### config.mk
export PLATFORM = sky130hd
export DESIGN_NAME = seq_restoring_divider
export DESIGN_NICKNAME = d
export VERILOG_FILES = /design/src/rtl/div_pkg.sv /design/src/rtl/div_step.sv /design/src/rtl/seq_restoring_divider.sv
export SDC_FILE = /design/constraint.sdc
export NUM_CORES = 1
export LEC_CHECK = 0
export ABC_AREA = 1
export BUFFER_PORTS_ARGS = -buffer_cell sky130_fd_sc_hd__buf_2
export CORE_ASPECT_RATIO = 0.6
export CORE_UTILIZATION = 38
export CTS_BUF_LIST = sky130_fd_sc_hd__clkbuf_8
export DETAILED_ROUTE_END_ITERATION = 8
export GPL_TIMING_DRIVEN = 0
export PLACE_DENSITY = 0.54
export SLEW_MARGIN = 10
export SYNTH_ARGS = -nofsm -noshare
export SYNTH_HDL_FRONTEND = slang
export SYNTH_HIERARCHICAL = 1
export SYNTH_SLANG_ARGS = --single-unit
### constraint.sdc
create_clock -name clk -period 2.1 [get_ports clk]
set_input_delay 0.315 -clock clk [delete_from_list [all_inputs] [get_ports clk]]
set_output_delay 0.315 -clock clk [all_outputs]
set_load 0.02 [all_outputs]
### src/rtl/div_pkg.sv
// Shared types and default widths for the sequential restoring divider.
package div_pkg;

  localparam int unsigned DEF_DIVIDEND_W = 8;
  localparam int unsigned DEF_DIVISOR_W  = 4;
  localparam int unsigned CNT_W          = $clog2(DEF_DIVIDEND_W + 1);

  typedef enum logic [1:0] {
    IDLE = 2'd0,
    RUN  = 2'd1,
    DONE = 2'd2
  } state_e;

endpackage

### src/rtl/div_step.sv
// One restoring-division step: trial subtract of the divisor from the shifted partial remainder.
module div_step #(
  parameter int unsigned DIVISOR_W = 4
) (
  input  logic [DIVISOR_W-1:0] partial_rem,
  input  logic                 dividend_bit,
  input  logic [DIVISOR_W-1:0] divisor,
  output logic [DIVISOR_W-1:0] next_rem_c,
  output logic                 q_bit_c
);

  localparam int unsigned TW = DIVISOR_W + 1;

  logic [TW-1:0] shifted;
  logic [TW:0]   trial;
  logic          unused_trial_bit;

  // The extra top bit of trial is the borrow; partial_rem < divisor keeps the rest in range.
  always_comb begin
    shifted    = {partial_rem, dividend_bit};
    trial      = {1'b0, shifted} - {2'b00, divisor};
    q_bit_c    = ~trial[TW];
    next_rem_c = q_bit_c ? trial[DIVISOR_W-1:0] : shifted[DIVISOR_W-1:0];
  end

  assign unused_trial_bit = trial[DIVISOR_W];

endmodule

### src/rtl/seq_restoring_divider.sv
// Sequential unsigned restoring divider producing one quotient bit per clock.
module seq_restoring_divider #(
  parameter int unsigned DIVIDEND_W = div_pkg::DEF_DIVIDEND_W,
  parameter int unsigned DIVISOR_W  = div_pkg::DEF_DIVISOR_W
) (
  input  logic                  clk,
  input  logic                  rst_n,
  input  logic                  start,
  input  logic [DIVIDEND_W-1:0] dividend,
  input  logic [DIVISOR_W-1:0]  divisor,
  output logic                  busy,
  output logic                  done,
  output logic [DIVIDEND_W-1:0] quotient,
  output logic [DIVISOR_W-1:0]  remainder,
  output logic                  div_by_zero
);

  import div_pkg::*;

  localparam int unsigned CNT_BITS = $clog2(DIVIDEND_W + 1);
  localparam logic [CNT_BITS-1:0] LAST_ITER = CNT_BITS'(DIVIDEND_W - 1);

  state_e                state_q, state_d;
  logic                  accept, step, finish, zero_finish;

  logic [DIVISOR_W-1:0]  divisor_q;
  logic [DIVISOR_W-1:0]  prem_q;
  logic [DIVIDEND_W-1:0] dvd_q;
  logic [CNT_BITS-1:0]   count_q;
  logic                  zero_q;

  logic [DIVISOR_W-1:0]  next_rem;
  logic                  q_bit;

  div_step #(
    .DIVISOR_W (DIVISOR_W)
  ) u_step (
    .partial_rem  (prem_q),
    .dividend_bit (dvd_q[DIVIDEND_W-1]),
    .divisor      (divisor_q),
    .next_rem_c   (next_rem),
    .q_bit_c      (q_bit)
  );

  always_ff @(posedge clk or negedge rst_n) begin
    if (!rst_n) begin
      state_q <= IDLE;
    end else begin
      state_q <= state_d;
    end
  end

  // Next state plus the datapath strobes for this edge.
  always_comb begin
    state_d     = state_q;
    accept      = 1'b0;
    step        = 1'b0;
    finish      = 1'b0;
    zero_finish = 1'b0;
    unique case (state_q)
      IDLE: begin
        if (start) begin
          accept  = 1'b1;
          state_d = RUN;
        end
      end
      RUN: begin
        if (zero_q) begin
          zero_finish = 1'b1;
          state_d     = DONE;
        end else begin
          step = 1'b1;
          if (count_q == LAST_ITER) begin
            finish  = 1'b1;
            state_d = DONE;
          end
        end
      end
      DONE: begin
        state_d = IDLE;
      end
      default: begin
        state_d = IDLE;
      end
    endcase
  end

  // Operand capture, iteration shift registers and held result registers.
  always_ff @(posedge clk or negedge rst_n) begin
    if (!rst_n) begin
      divisor_q   <= '0;
      prem_q      <= '0;
      dvd_q       <= '0;
      count_q     <= '0;
      zero_q      <= 1'b0;
      busy        <= 1'b0;
      done        <= 1'b0;
      quotient    <= '0;
      remainder   <= '0;
      div_by_zero <= 1'b0;
    end else begin
      done <= finish | zero_finish;

      if (accept) begin
        divisor_q   <= divisor;
        prem_q      <= '0;
        dvd_q       <= dividend;
        count_q     <= '0;
        zero_q      <= (divisor == '0);
        div_by_zero <= 1'b0;
        busy        <= 1'b1;
      end

      if (step) begin
        prem_q  <= next_rem;
        dvd_q   <= {dvd_q[DIVIDEND_W-2:0], q_bit};
        count_q <= count_q + CNT_BITS'(1);
      end

      if (finish) begin
        quotient  <= {dvd_q[DIVIDEND_W-2:0], q_bit};
        remainder <= next_rem;
      end

      if (zero_finish) begin
        quotient    <= '1;
        remainder   <= '0;
        div_by_zero <= 1'b1;
      end

      if (state_q == DONE) begin
        busy <= 1'b0;
      end
    end
  end

endmodule

After elaboration in Yosys (flattened, before gate mapping)
Index checks and enable logic that the tools add are counted.
- bits in registers: 38
- output and inout port bits: 15
- $add $sub $neg: 2
- equal/unequal tests: 5
- muxes and demuxes: 27
- bitwise gates (word level): 2
- reductions and logical operators: 7
- operators by type and width (kind ; number):
    $mux W8 ; 4
    $mux W4 ; 6
    $mux W1 ; 13
    $reduce_bool A2 Y1 ; 4
    $mux W2 ; 3
    $sub A5 B4 Y6 ; 1
    $add A4 B1 Y4 const B ; 1
    $eq A4 B3 Y1 const B ; 1
    $logic_not A4 Y1 ; 1
    $pmux W2 S2 ; 1
    $ne A3 B3 Y1 const B ; 1
    $eq A2 B1 Y1 const B ; 1
    $eq A2 B2 Y1 const B ; 1
    $logic_not A2 Y1 ; 1
    $ne A2 B2 Y1 const B ; 1
    $reduce_and A2 Y1 ; 1
    $not A1 Y1 ; 1
    $or A1 B1 Y1 ; 1

Logic depth before layout (Yosys ltp)
Gate-level depths: netlist of the first run.
- depth after elaboration: 6
- gate-level depth with buffers: 11

Cells and area by module
Netlist of the first run, hierarchy kept.
- modules (own cells, without submodules) (module ; instances ; cells each ; area each (µm²) ; seq. area each (µm²)):
    seq_restoring_divider ; 1 ; 195 ; 1687.9 ; 950.9
    div_step ; 1 ; 42 ; 250.2 ; 0.0

Worst setup path after synthesis of the first run
OpenSTA, ideal clock, no wires.
- path type: register to register
- from: register dvd_q[7]
- to: register remainder[2]
- setup time: 118 ps
- data arrival time: 1337 ps
- data required time: 1982 ps
- setup slack: 645 ps
- stages on the path, launching flop included: 10
- path buffers: 0
- period minus slack after synthesis: 1455 ps
- path through: dfrtp_1 -> inv_1 -> ha_1 -> inv_2 -> fa_1 -> xor2_1 -> nand2_1 -> nand2_1 -> nand3_1 -> nand2_1
- longest elaborated chain between the ends: 4
- ends and longest elaborated chain (element ; RTL line ; text):
    start: declaration ; seq_restoring_divider.sv:28 ; logic [DIVIDEND_W-1:0] dvd_q;
    start signal: assignment ; seq_restoring_divider.sv:107 ; dvd_q <= dividend;
    start signal: assignment ; seq_restoring_divider.sv:116 ; dvd_q <= {dvd_q[DIVIDEND_W-2:0], q_bit};
    $sub A5 B4 Y6 ; div_step.sv:21 ; trial = {1'b0, shifted} - {2'b00, divisor};
    $mux W4 ; div_step.sv:23 ; next_rem_c = q_bit_c ? trial[DIVISOR_W-1:0] : shifted[DIVISOR_W-1:0];
    net next_rem[2] ; seq_restoring_divider.sv:32 ; logic [DIVISOR_W-1:0] next_rem;
    $mux W4 ; seq_restoring_divider.sv:120 ; if (finish) begin
    $mux W4 ; seq_restoring_divider.sv:125 ; if (zero_finish) begin
    end signal: assignment ; seq_restoring_divider.sv:122 ; remainder <= next_rem;
    end: declaration ; seq_restoring_divider.sv:14 ; output logic [DIVISOR_W-1:0] remainder,
The timed path passes the listed nets, and every way through them passes these cells. The select of a mux whose other input is x is not followed.
A chain may end at the register's enable or synchronous reset.

Worst setup path in the final report of the first run
Same ends and word-level chain as after synthesis.

==> run summary, run 1 <==
================================================================================
Status                                                              complete, no violations
RSZ-0062 raised after global routing                                       false
Final Hold Fails                                                               0
Worst reg2reg path startpoint                                       dvd_q[7]$_DFFE_PN0P_
Final worst clock skew                                               0.009320 ns
Reg-to-reg endpoint                                                 remainder[2]$_DFFE_PN0P_
Max-cap violations                                                             0
Biggest area contributors in the synthesized netlist                dfrtp_1, nand2_1, nand3_1
DRC violations left                                                            0
Finish-stage setup viols                                                       0
Synth Area per Inst                                                  8.178 sq um
Number of buffers inserted to repair setup after CTS                           0
Violation count after the first detailed-route iteration                      69
Sequential element share of the synthesized area                          49.06%
Leakage power                                                           1.252 nW
Initial cell density of the core                                          40.97%
Area taken by flip-flops and latches                                 950.9 sq um
Root cell of the clock tree                                             clkbuf_8
Cell-by-cell trace of the critical path                             inv_1, ha_1, inv_2, fa_1, xor2_1, nand2_1, nand2_1, nand3_1, nand2_1
Pre-Repair DR Iteration Count                                                  4
CP required                                                              2.28 ns
Clock tree from TritonCTS                                                    yes
Worst-skew pair later-pin latency                                        0.29 ns
Die H                                                               57.32 microns
Setup TNS                                                                   0 ns
GRT Residual Overflow                                                          0
Core Footprint                                                      0.004731 sq mm
IO Pins                                                                       30
Count of hold-fix buffers inserted at cts                                      0
Worst vdd ir                                                           0.5714 mV
Std-Cell Rows                                                                 19
Number of storage elements in the synthesis netlist                           38
Remaining antenna violation count after routing                                0
Post_cts resized                                                               0
Antenna violations before repair                                               0
Share of cells above drive strength 1                                     22.71%
Synth warn                                                                     6
Max stage delay cell, worst path                                         dfrtp_1
Final worst-path cycle share                                              76.65%
Post-synthesis instance total                                                237
Crit-path max cell delay                                                 0.41 ns
Hold Worst Slack                                                       0.1363 ns
Overall track demand over capacity in global routing                      18.42%
Maximum number of pins on one net before global-route repair                  39
Arrival @ worst endpoint                                                 1.79 ns
Half-perimeter wire length after placement                              3.247 mm
Worst-case setup margin in the final layout                            0.4904 ns
Count of clock tree sinks                                                     38
Antenna diode count                                                            0
Depth of the most critical reg-to-reg path                                     9
H-tree depth reported by CTS                                                   2
Number of global-route vias before repair                                   1519
Post-Route WL                                                           4.374 mm
Clock Pin Slew Worst Setup and Hold Paths                                0.08 ns
Drt via density                                                            4.726
Net count of the finished layout                                             294
Fraction of synthesized cell area taken by the top area cell type         49.06%
Wire length of the first global-routing pass                            7.452 mm
Post-synth design cell area                                         0.001938 sq mm
Worst-margin pin slew                                                  0.8686 ns
Count of filler cells inserted in the layout                                 504
Shortest period the worst path allows                                   1.610 ns
Maximum clock frequency                                                621.3 MHz
Pwr Total                                                               3.806 mW
CP top delay family                                                  adder cells
Leading cell type in the layout, fill and taps excluded                  nand2_1
Worst setup slack after placement                                      0.4760 ns
Maximum root-to-sink buffer count                                              2
Critical path type                                                       reg2reg
Reg2Reg Setup Slack                                                      0.49 ns
Number of distinct library cells after synthesis                              21
Routability Congestion                                                    0.8007
Area enclosed by the die boundary                                   0.005400 sq mm
Highest-count cells in the layout ignoring fill and taps            nand2_1, nand3_1, dfrtp_1
Area taken by multi-input logic gates                                833.3 sq um
CTS buffer count                                                               5
Startpoint Class                                                        register
Die W                                                               94.20 microns
Number of nets produced by synthesis                                         258
Maximum fanout along the worst path                                            3
Synth area leader                                                        dfrtp_1
Area growth from synthesis to layout                                      15.62%
Hold/Removal Path Class                                                 in2async
Pwr per Cell Area                                                   1699 mW/mm^2
Final Slew Violations                                                          0
Max-slew headroom                                                         42.09%
Most repeated library cell on the critical path                          nand2_1
Routed wire length per instance                                     13.02 microns
Port-buffer cells                                                             29
Count of vias placed by the detailed router                                 1588
Total buffers and inverters traversed by the critical path                     2
Nature of the critical path endpoint                                    register
================================================================================
[routing by layer]
metal  up-vias  global-route usage [%]  wire length (microns)
met3         4                   4.800                    208
li1        833                       -                      -
met4         0                   3.956                     23
met1       714                   29.56                   2553
met2        37                   24.22                   1589
met5         -                       0                      0
[where the power goes]
group	switching, mW	total [mW]	internal, mW	leakage (nW)
registers	0.261	1.34	1.08	0.472
logic	1.29	1.99	0.703	0.737
clock network	0.258	0.481	0.223	0.0438
[stage by stage]
| step | util [%] | cells | instance area (sq um) |
|---|---|---|---|
| 6_report | 47.37 | 336 | 2241 |
| 5_1_grt | 47.37 | 336 | 2241 |
| 4_1_cts | 47.37 | 336 | 2241 |
| 3_5_place_dp | 45.70 | 329 | 2162 |
| 3_3_place_gp | 45.70 | 329 | 2162 |
| 2_1_floorplan | - | 237 | 1938 |
[worst register-to-register path: cells and delay by family, from the launching register on]
kind | cells | cell delay [ns]
xor gates and xnor gates | 1 | 0.15
adders and majority gates | 2 | 0.51
buffers and inverters | 2 | 0.11
DFF | 1 | 0.41
and+or+nand+nor | 4 | 0.33
[sequential cells by signal, indices dropped and copies added (netlist names)]
| name | count |
|---|---|
| count_q | 4 |
| zero_q | 1 |
| remainder | 4 |
| busy | 1 |
| done | 1 |
| quotient | 8 |
| div_by_zero | 1 |
| dvd_q | 8 |
| prem_q | 4 |
| divisor_q | 4 |
| state_q | 2 |
[synthesized netlist by cell type, drive strengths merged]
cell and n:
nand2 82, dfrtp 38, ha 5, or2 1
nor2 7, buf 7, xor2 1, nand4 4
inv 27, o21ai 8, fa 1, nand3 56
[kinds of logic after synthesis]
| kind of cell | count (synthesis) | synth area share [%] |
|---|---|---|
| AND/OR/NAND/NOR | 150 | 36.02 |
| buffers and inverters | 34 | 7.940 |
| AO/OA/AOI/OAI | 8 | 2.259 |
| flip-flops | 38 | 49.06 |
| adder cells (fa/ha/maj) | 6 | 4.261 |
| XOR/XNOR | 1 | 0.4520 |
[cell type report]
cell class,count,share of cell area (%)
sequential,38,42.43
clock inverter,2,0.4467
timing repair buffer,29,6.477
inverter,27,4.523
buffer,7,2.345
tap,63,3.518
clock buffer,5,3.071
multi-input combinational,165,37.19
[worst max-delay path by stage]
stage                                      from                  endpoint  slack [ns]  depth (start not counted)
after floorplan            dvd_q[7]$_DFFE_PN0P_  remainder[2]$_DFFE_PN0P_        0.64                          9
after global placement    prem_q[1]$_DFFE_PN0P_  remainder[2]$_DFFE_PN0P_        0.49                          9
after detailed placement   dvd_q[7]$_DFFE_PN0P_  remainder[2]$_DFFE_PN0P_        0.48                          9
after CTS                  dvd_q[7]$_DFFE_PN0P_  remainder[2]$_DFFE_PN0P_        0.48                          9
after global routing      prem_q[1]$_DFFE_PN0P_  remainder[3]$_DFFE_PN0P_        0.38                         10
final                      dvd_q[7]$_DFFE_PN0P_  remainder[2]$_DFFE_PN0P_        0.49                          9
No activity file was read; power rests on OpenSTA's default activity.
==> run 2: changes to the inputs <==
==> constraint.sdc (replaced) <==
create_clock -name clk -period 1.58 [get_ports clk]
set_input_delay 0.237 -clock clk [delete_from_list [all_inputs] [get_ports clk]]
set_output_delay 0.237 -clock clk [all_outputs]
set_load 0.02 [all_outputs]
==> run 2 against run 1 <==
  * Count of clock-buffer cells in the layout is the same
  * Register-to-register slack worse by 0.45 ns
  * Core utilization up 3.0 points
  * Non-clock buffer count increased by 7
  * Cell area is 6.4% higher
  * Sequential power up 34%
  * Combinational power rose by 58%
  * Setup slack got worse by 0.45 ns
  * Total power rose by 47%
  * Maximum frequency is 4.5% higher
  * Via count is 3.7% higher
  * Clock skew is essentially flat
==> run summary, run 2 (same netlist as run 1, synthesis figures left out) <==
===========================================================================
Status                                                         complete, no violations
Pre-Repair DR Iteration Count                                             4
Routed wire length per instance                                13.32 microns
Worst vdd ir                                                      0.7674 mV
Shortest period the worst path allows                              1.540 ns
Post-Route WL                                                      4.568 mm
Die H                                                          57.32 microns
Clock Pin Slew Worst Setup and Hold Paths                           0.08 ns
Initial cell density of the core                                     40.97%
Port-buffer cells                                                        29
Remaining antenna violation count after routing                           0
Crit-path max cell delay                                            0.39 ns
End-of-flow core utilization                                         50.38%
Cell-by-cell trace of the critical path                        inv_1, ha_1, inv_2, fa_2, xor2_1, nand2_1, nand2_2, nand3_1, nand2_1
Final worst clock skew                                          0.009507 ns
Nature of the critical path endpoint                               register
Worst-margin pin slew                                             0.8761 ns
Count of vias placed by the detailed router                            1646
Core Footprint                                                 0.004731 sq mm
Root cell of the clock tree                                        clkbuf_8
Count of hold-fix buffers inserted at cts                                 0
Antenna violations before repair                                          0
Maximum clock frequency                                           649.2 MHz
CP top delay family                                             adder cells
Half-perimeter wire length after placement                         3.247 mm
Std-Cell Rows                                                            19
GRT Residual Overflow                                                     0
Max stage delay cell, worst path                                    dfrtp_1
Clock tree from TritonCTS                                               yes
Maximum root-to-sink buffer count                                         2
Most repeated library cell on the critical path                     nand2_1
Finish-stage setup viols                                                  0
Arrival @ worst endpoint                                            1.72 ns
Hold/Removal Path Class                                            in2async
Routability Congestion                                               0.8007
Setup TNS                                                              0 ns
Number of global-route vias before repair                              1522
Violation count after the first detailed-route iteration                 54
Share of cells above drive strength 1                                30.71%
Antenna diode count                                                       0
Wire length of the first global-routing pass                       7.479 mm
Pwr Total                                                          5.577 mW
Worst-skew pair later-pin latency                                   0.29 ns
Total buffers and inverters traversed by the critical path                2
Count of filler cells inserted in the layout                            485
Die W                                                          94.20 microns
RSZ-0062 raised after global routing                                   true
Leading cell type in the layout, fill and taps excluded             nand2_1
CP required                                                         1.76 ns
Overall track demand over capacity in global routing                 18.48%
Pwr per Cell Area                                              2340 mW/mm^2
IO Pins                                                                  30
Final Slew Violations                                                     0
Count of clock tree sinks                                                38
Highest-count cells in the layout ignoring fill and taps       nand2_1, nand3_1, dfrtp_1
Max-cap violations                                                        0
DRC violations left                                                       0
Startpoint Class                                                   register
CTS buffer count                                                          5
Max-slew headroom                                                    41.60%
Area growth from synthesis to layout                                 22.98%
Final Hold Fails                                                          0
Final worst-path cycle share                                         97.49%
H-tree depth reported by CTS                                              2
Registers with the most flip-flops                             dvd_q x8, quotient x8
Drt via density                                                       4.799
Maximum fanout along the worst path                                       2
Area enclosed by the die boundary                              0.005400 sq mm
Leakage power                                                      1.290 nW
Net count of the finished layout                                        301
Critical path type                                                  reg2reg
Maximum number of pins on one net before global-route repair             39
===========================================================================
## run 2: final timing paths
check                                   startpoint  slack (ns)                        to  cells after the start
max                           dvd_q[7]$_DFFE_PN0P_        0.04  remainder[2]$_DFFE_PN0P_                      9
min                                          rst_n        0.06   quotient[1]$_DFFE_PN0P_                      1
max reg2reg                   dvd_q[7]$_DFFE_PN0P_        0.04  remainder[2]$_DFFE_PN0P_                      9
min reg2reg                div_by_zero$_DFFE_PN0P_        0.48   div_by_zero$_DFFE_PN0P_                      2
max in group asynchronous                    rst_n        0.92     prem_q[0]$_DFFE_PN0P_                      1
min in group clk                       dividend[3]        0.17      dvd_q[3]$_DFFE_PN0P_                      3
## run 2: area by class of cell
cell class / count / area, sq um / share of cell area (%)
timing repair buffer: 36 / 197.7 / 8.294
inverter: 27 / 101.3 / 4.252
clock inverter: 2 / 10.01 / 0.4199
buffer: 7 / 52.55 / 2.205
multi-input combinational: 165 / 920.9 / 38.64
clock buffer: 5 / 68.82 / 2.887
sequential: 38 / 953.4 / 40.00
tap: 63 / 78.83 / 3.307
## run 2: routing by layer
layer  GRT usage (%)  routed length [microns]  part of all wire [%]  vias up
li1                -                        -                     -      851
met1           29.81                     2585                    57      749
met2           24.12                     1749                    38       46
met3           4.800                      233                   5.1        0
met4           3.956                        0                     0        0
met5               0                        0                     0        -
## run 2: report_power, final
group          internal, mW  leakage, nW  switching (mW)  total, mW
registers              1.44        0.469           0.355       1.79
clock network         0.297       0.0438           0.342      0.638
logic                  1.22        0.777            1.93       3.15
## run 2: through the flow
| step | instance area [sq um] | std cells | hold WS, ns | setup WS [ns] |
|---|---|---|---|---|
| 3_5_place_dp | 2162 | 329 | 0.4003 | -0.04404 |
| 3_3_place_gp | 2162 | 329 | 0.4101 | -0.03074 |
| 5_1_grt | 2384 | 343 | 0.1326 | -0.05084 |
| 6_report | 2384 | 343 | 0.06155 | 0.03970 |
| 4_1_cts | 2263 | 337 | 0.08847 | 0.006131 |
| 2_1_floorplan | 1938 | 237 | -0.05859 | 0.1248 |
## run 2: what timing repair did
| item | 4_1_cts | 5_1_grt |
|---|---|---|
| cloned | 0 | 0 |
| resized for setup | 2 | 19 |
| buffers inserted | 1 | 6 |
| pin swaps | 0 | 10 |
| setup endpoints to repair | 3 | 9 |
==> run 3: changes to the inputs <==
--- a/config.mk
+++ b/config.mk
@@ -6,8 +6,8 @@
 export NUM_CORES = 1
 export LEC_CHECK = 0
 export ABC_AREA = 1
-export BUFFER_PORTS_ARGS = -buffer_cell sky130_fd_sc_hd__buf_2
-export CORE_ASPECT_RATIO = 0.6
+export BUFFER_PORTS_ARGS = -buffer_cell sky130_fd_sc_hd__buf_4
+export CORE_ASPECT_RATIO = 2
 export CORE_UTILIZATION = 38
 export CTS_BUF_LIST = sky130_fd_sc_hd__clkbuf_8
 export DETAILED_ROUTE_END_ITERATION = 8
==> run 3 against run 2 <==
  * Sequential share of layout area down 0.29 points
  * Routed wire length up 0.79%
  * Highest routed layer is now met4
  * First-iteration DRC count down 17%
  * Clock skew down 0.0055 ns
  * Via count down 0.18%
  * Critical endpoint unchanged
==> run summary, run 3 (same netlist as run 1, synthesis figures left out) <==
===========================================================================
Die H                                                          103.0 microns
Cell-by-cell trace of the critical path                        inv_1, ha_1, inv_2, fa_2, xor2_1, nand2_1, nand2_2, nand3_2, nand2_1
Max-slew headroom                                                    66.83%
Violation count after the first detailed-route iteration                 45
Max-cap violations                                                        0
Half-perimeter wire length after placement                         3.378 mm
Core Footprint                                                 0.004865 sq mm
Clock tree from TritonCTS                                               yes
Pre-Repair DR Iteration Count                                             4
Finish-stage setup viols                                                  0
Highest-count cells in the layout ignoring fill and taps       nand2_1, nand3_1, dfrtp_1
Final worst clock skew                                          0.004055 ns
IO Pins                                                                  30
Clock Pin Slew Worst Setup and Hold Paths                           0.07 ns
Routability Congestion                                               0.7715
CTS buffer count                                                          5
Worst-skew pair later-pin latency                                   0.29 ns
Critical path startpoint                                       dvd_q[7]$_DFFE_PN0P_
Arrival @ worst endpoint                                            1.71 ns
Total cell area at the placement stage                         0.002227 sq mm
Reg-to-reg endpoint                                            remainder[2]$_DFFE_PN0P_
Count of vias placed by the detailed router                            1643
Registers with the most flip-flops                             dvd_q x8, quotient x8
Antenna violations before repair                                          0
Drt via density                                                       4.934
CP required                                                         1.76 ns
Pwr per Cell Area                                              2257 mW/mm^2
Maximum fanout along the worst path                                       2
Port-buffer cells                                                        29
Number of global-route vias before repair                              1633
Worst-margin pin slew                                             0.4975 ns
Area growth from synthesis to layout                                 23.56%
Maximum root-to-sink buffer count                                         2
Final worst-path cycle share                                         96.93%
Max stage delay cell, worst path                                    dfrtp_1
Final Hold Fails                                                          0
Share of cells above drive strength 1                                25.72%
Critical path type                                                  reg2reg
Die W                                                          52.50 microns
Shortest period the worst path allows                              1.532 ns
Reg2Reg Setup Slack                                                 0.05 ns
GRT Residual Overflow                                                     0
Global routing met1 resource utilization                             21.82%
CP top delay family                                             adder cells
Root cell of the clock tree                                        clkbuf_8
DRC violations left                                                       0
Wire length of the first global-routing pass                       7.652 mm
Worst-case setup margin in the final layout                      0.04846 ns
Worst setup slack after placement                               -0.05417 ns
Initial cell density of the core                                     39.84%
Most repeated library cell on the critical path                     nand2_1
Remaining antenna violation count after routing                           0
Worst reg2reg path startpoint                                  dvd_q[7]$_DFFE_PN0P_
Overall track demand over capacity in global routing                 19.48%
Maximum clock frequency                                           652.9 MHz
Most Crowded Layer GR                                                  met2
Hold/Removal Path Class                                              in2reg
Routed wire length per instance                                13.83 microns
Startpoint Class                                                   register
Total buffers and inverters traversed by the critical path                2
Final Slew Violations                                                     0
Net count of the finished layout                                        298
Count of clock tree sinks                                                38
Status                                                         complete, no violations
Depth of the most critical reg-to-reg path                                9
Count of filler cells inserted in the layout                            521
H-tree depth reported by CTS                                              2
Maximum number of pins on one net before global-route repair             39
Std-Cell Rows                                                            36
Leakage power                                                      1.290 nW
Post-layout instance count excluding filler cells                       333
Total stage count of the critical path                                    9
Post-Route WL                                                      4.604 mm
Nature of the critical path endpoint                               register
End-of-flow core utilization                                         49.23%
Post-route cell area                                           0.002395 sq mm
Met2 Usage GRT                                                       34.47%
Setup TNS                                                              0 ns
Met3 layer usage reported by global route                            3.687%
RSZ-0062 raised after global routing                                   true
Worst vdd ir                                                       1.094 mV
Leading cell type in the layout, fill and taps excluded             nand2_1
Termination of the worst setup path                            remainder[2]$_DFFE_PN0P_
Crit-path max cell delay                                            0.40 ns
Antenna diode count                                                       0
Area enclosed by the die boundary                              0.005407 sq mm
Placed cells                                                            323
===========================================================================
run 3: cell count changes in the layout (fill, tap and decap cells not counted):
cell / change
clkbuf_8: +1
dfrtp_2: -2
buf_2: -29
clkinv_2: -2
ha_1: +1
inv_1: +2
ha_4: -1
dlygate4sd3_1: +1
nand2_2: -3
nand2_4: -2
nand2_1: +5
dfrtp_1: +2
inv_2: -2
buf_4: +25
run 3: metal layers:
| metal | up-vias | part of all wire [%] |
|---|---|---|
| met5 | - | 0 |
| met1 | 770 | 40 |
| met3 | 9 | 2.4 |
| met2 | 27 | 56 |
| met4 | 0 | 2.4 |
| li1 | 837 | - |
run 3: worst min path at each step:
stage,end,start,slack (ns),cells past startpoint
6_report,divisor_q[0]$_DFFE_PN0P_,divisor[0],0.15,3
5_1_grt,divisor_q[0]$_DFFE_PN0P_,divisor[0],0.17,3
4_1_cts,divisor_q[0]$_DFFE_PN0P_,divisor[0],0.15,3
3_5_place_dp,prem_q[2]$_DFFE_PN0P_,rst_n,0.25,1
3_3_place_gp,remainder[2]$_DFFE_PN0P_,rst_n,0.25,1
2_1_floorplan,busy$_DFFE_PN0P_,rst_n,-0.06,0
run 3: worst reg2reg max path: cells and delay by family (launching register included):
family                   cells  cell delay (ns)
flip-flops                   1             0.40
buffers and inverters        2             0.12
adder cells (fa/ha/maj)      2             0.49
AND/OR/NAND/NOR              4             0.26
XOR/XNOR                     1             0.14
run 3: repair_timing:
| item | CTS | global route |
|---|---|---|
| setup endpoints to repair | 2 | 9 |
| hold buffers | 1 | 0 |
| setup buffers | 1 | 2 |
| gates resized for setup | 1 | 8 |
| gates cloned | 0 | 0 |
| hold endpoints to repair | 38 | 0 |
run 3: area by class of cell:
class	instances	area, sq um	share of cell area (%)
plain buffers	7	52.55	2.194
clock buffers	6	82.58	3.448
inverters	27	101.3	4.232
repair buffers	33	250.2	10.45
flip-flops and latches	38	950.9	39.71
multi-input cells	165	885.9	36.99
well taps	57	71.32	2.978
run 3: power breakdown:
group | leakage (nW) | switching (mW) | total, mW | internal [mW]
sequential | 0.472 | 0.354 | 1.79 | 1.43
clock | 0.0431 | 0.335 | 0.672 | 0.337
combinational | 0.776 | 1.78 | 2.95 | 1.17
run 3: through the flow:
step	power (mW)	hold WS (ns)
2_1_floorplan	3.709	-0.05859
3_3_place_gp	4.488	0.2451
3_5_place_dp	4.569	0.2485
4_1_cts	5.274	0.1490
5_1_grt	5.937	0.1681
6_report	5.406	0.1514
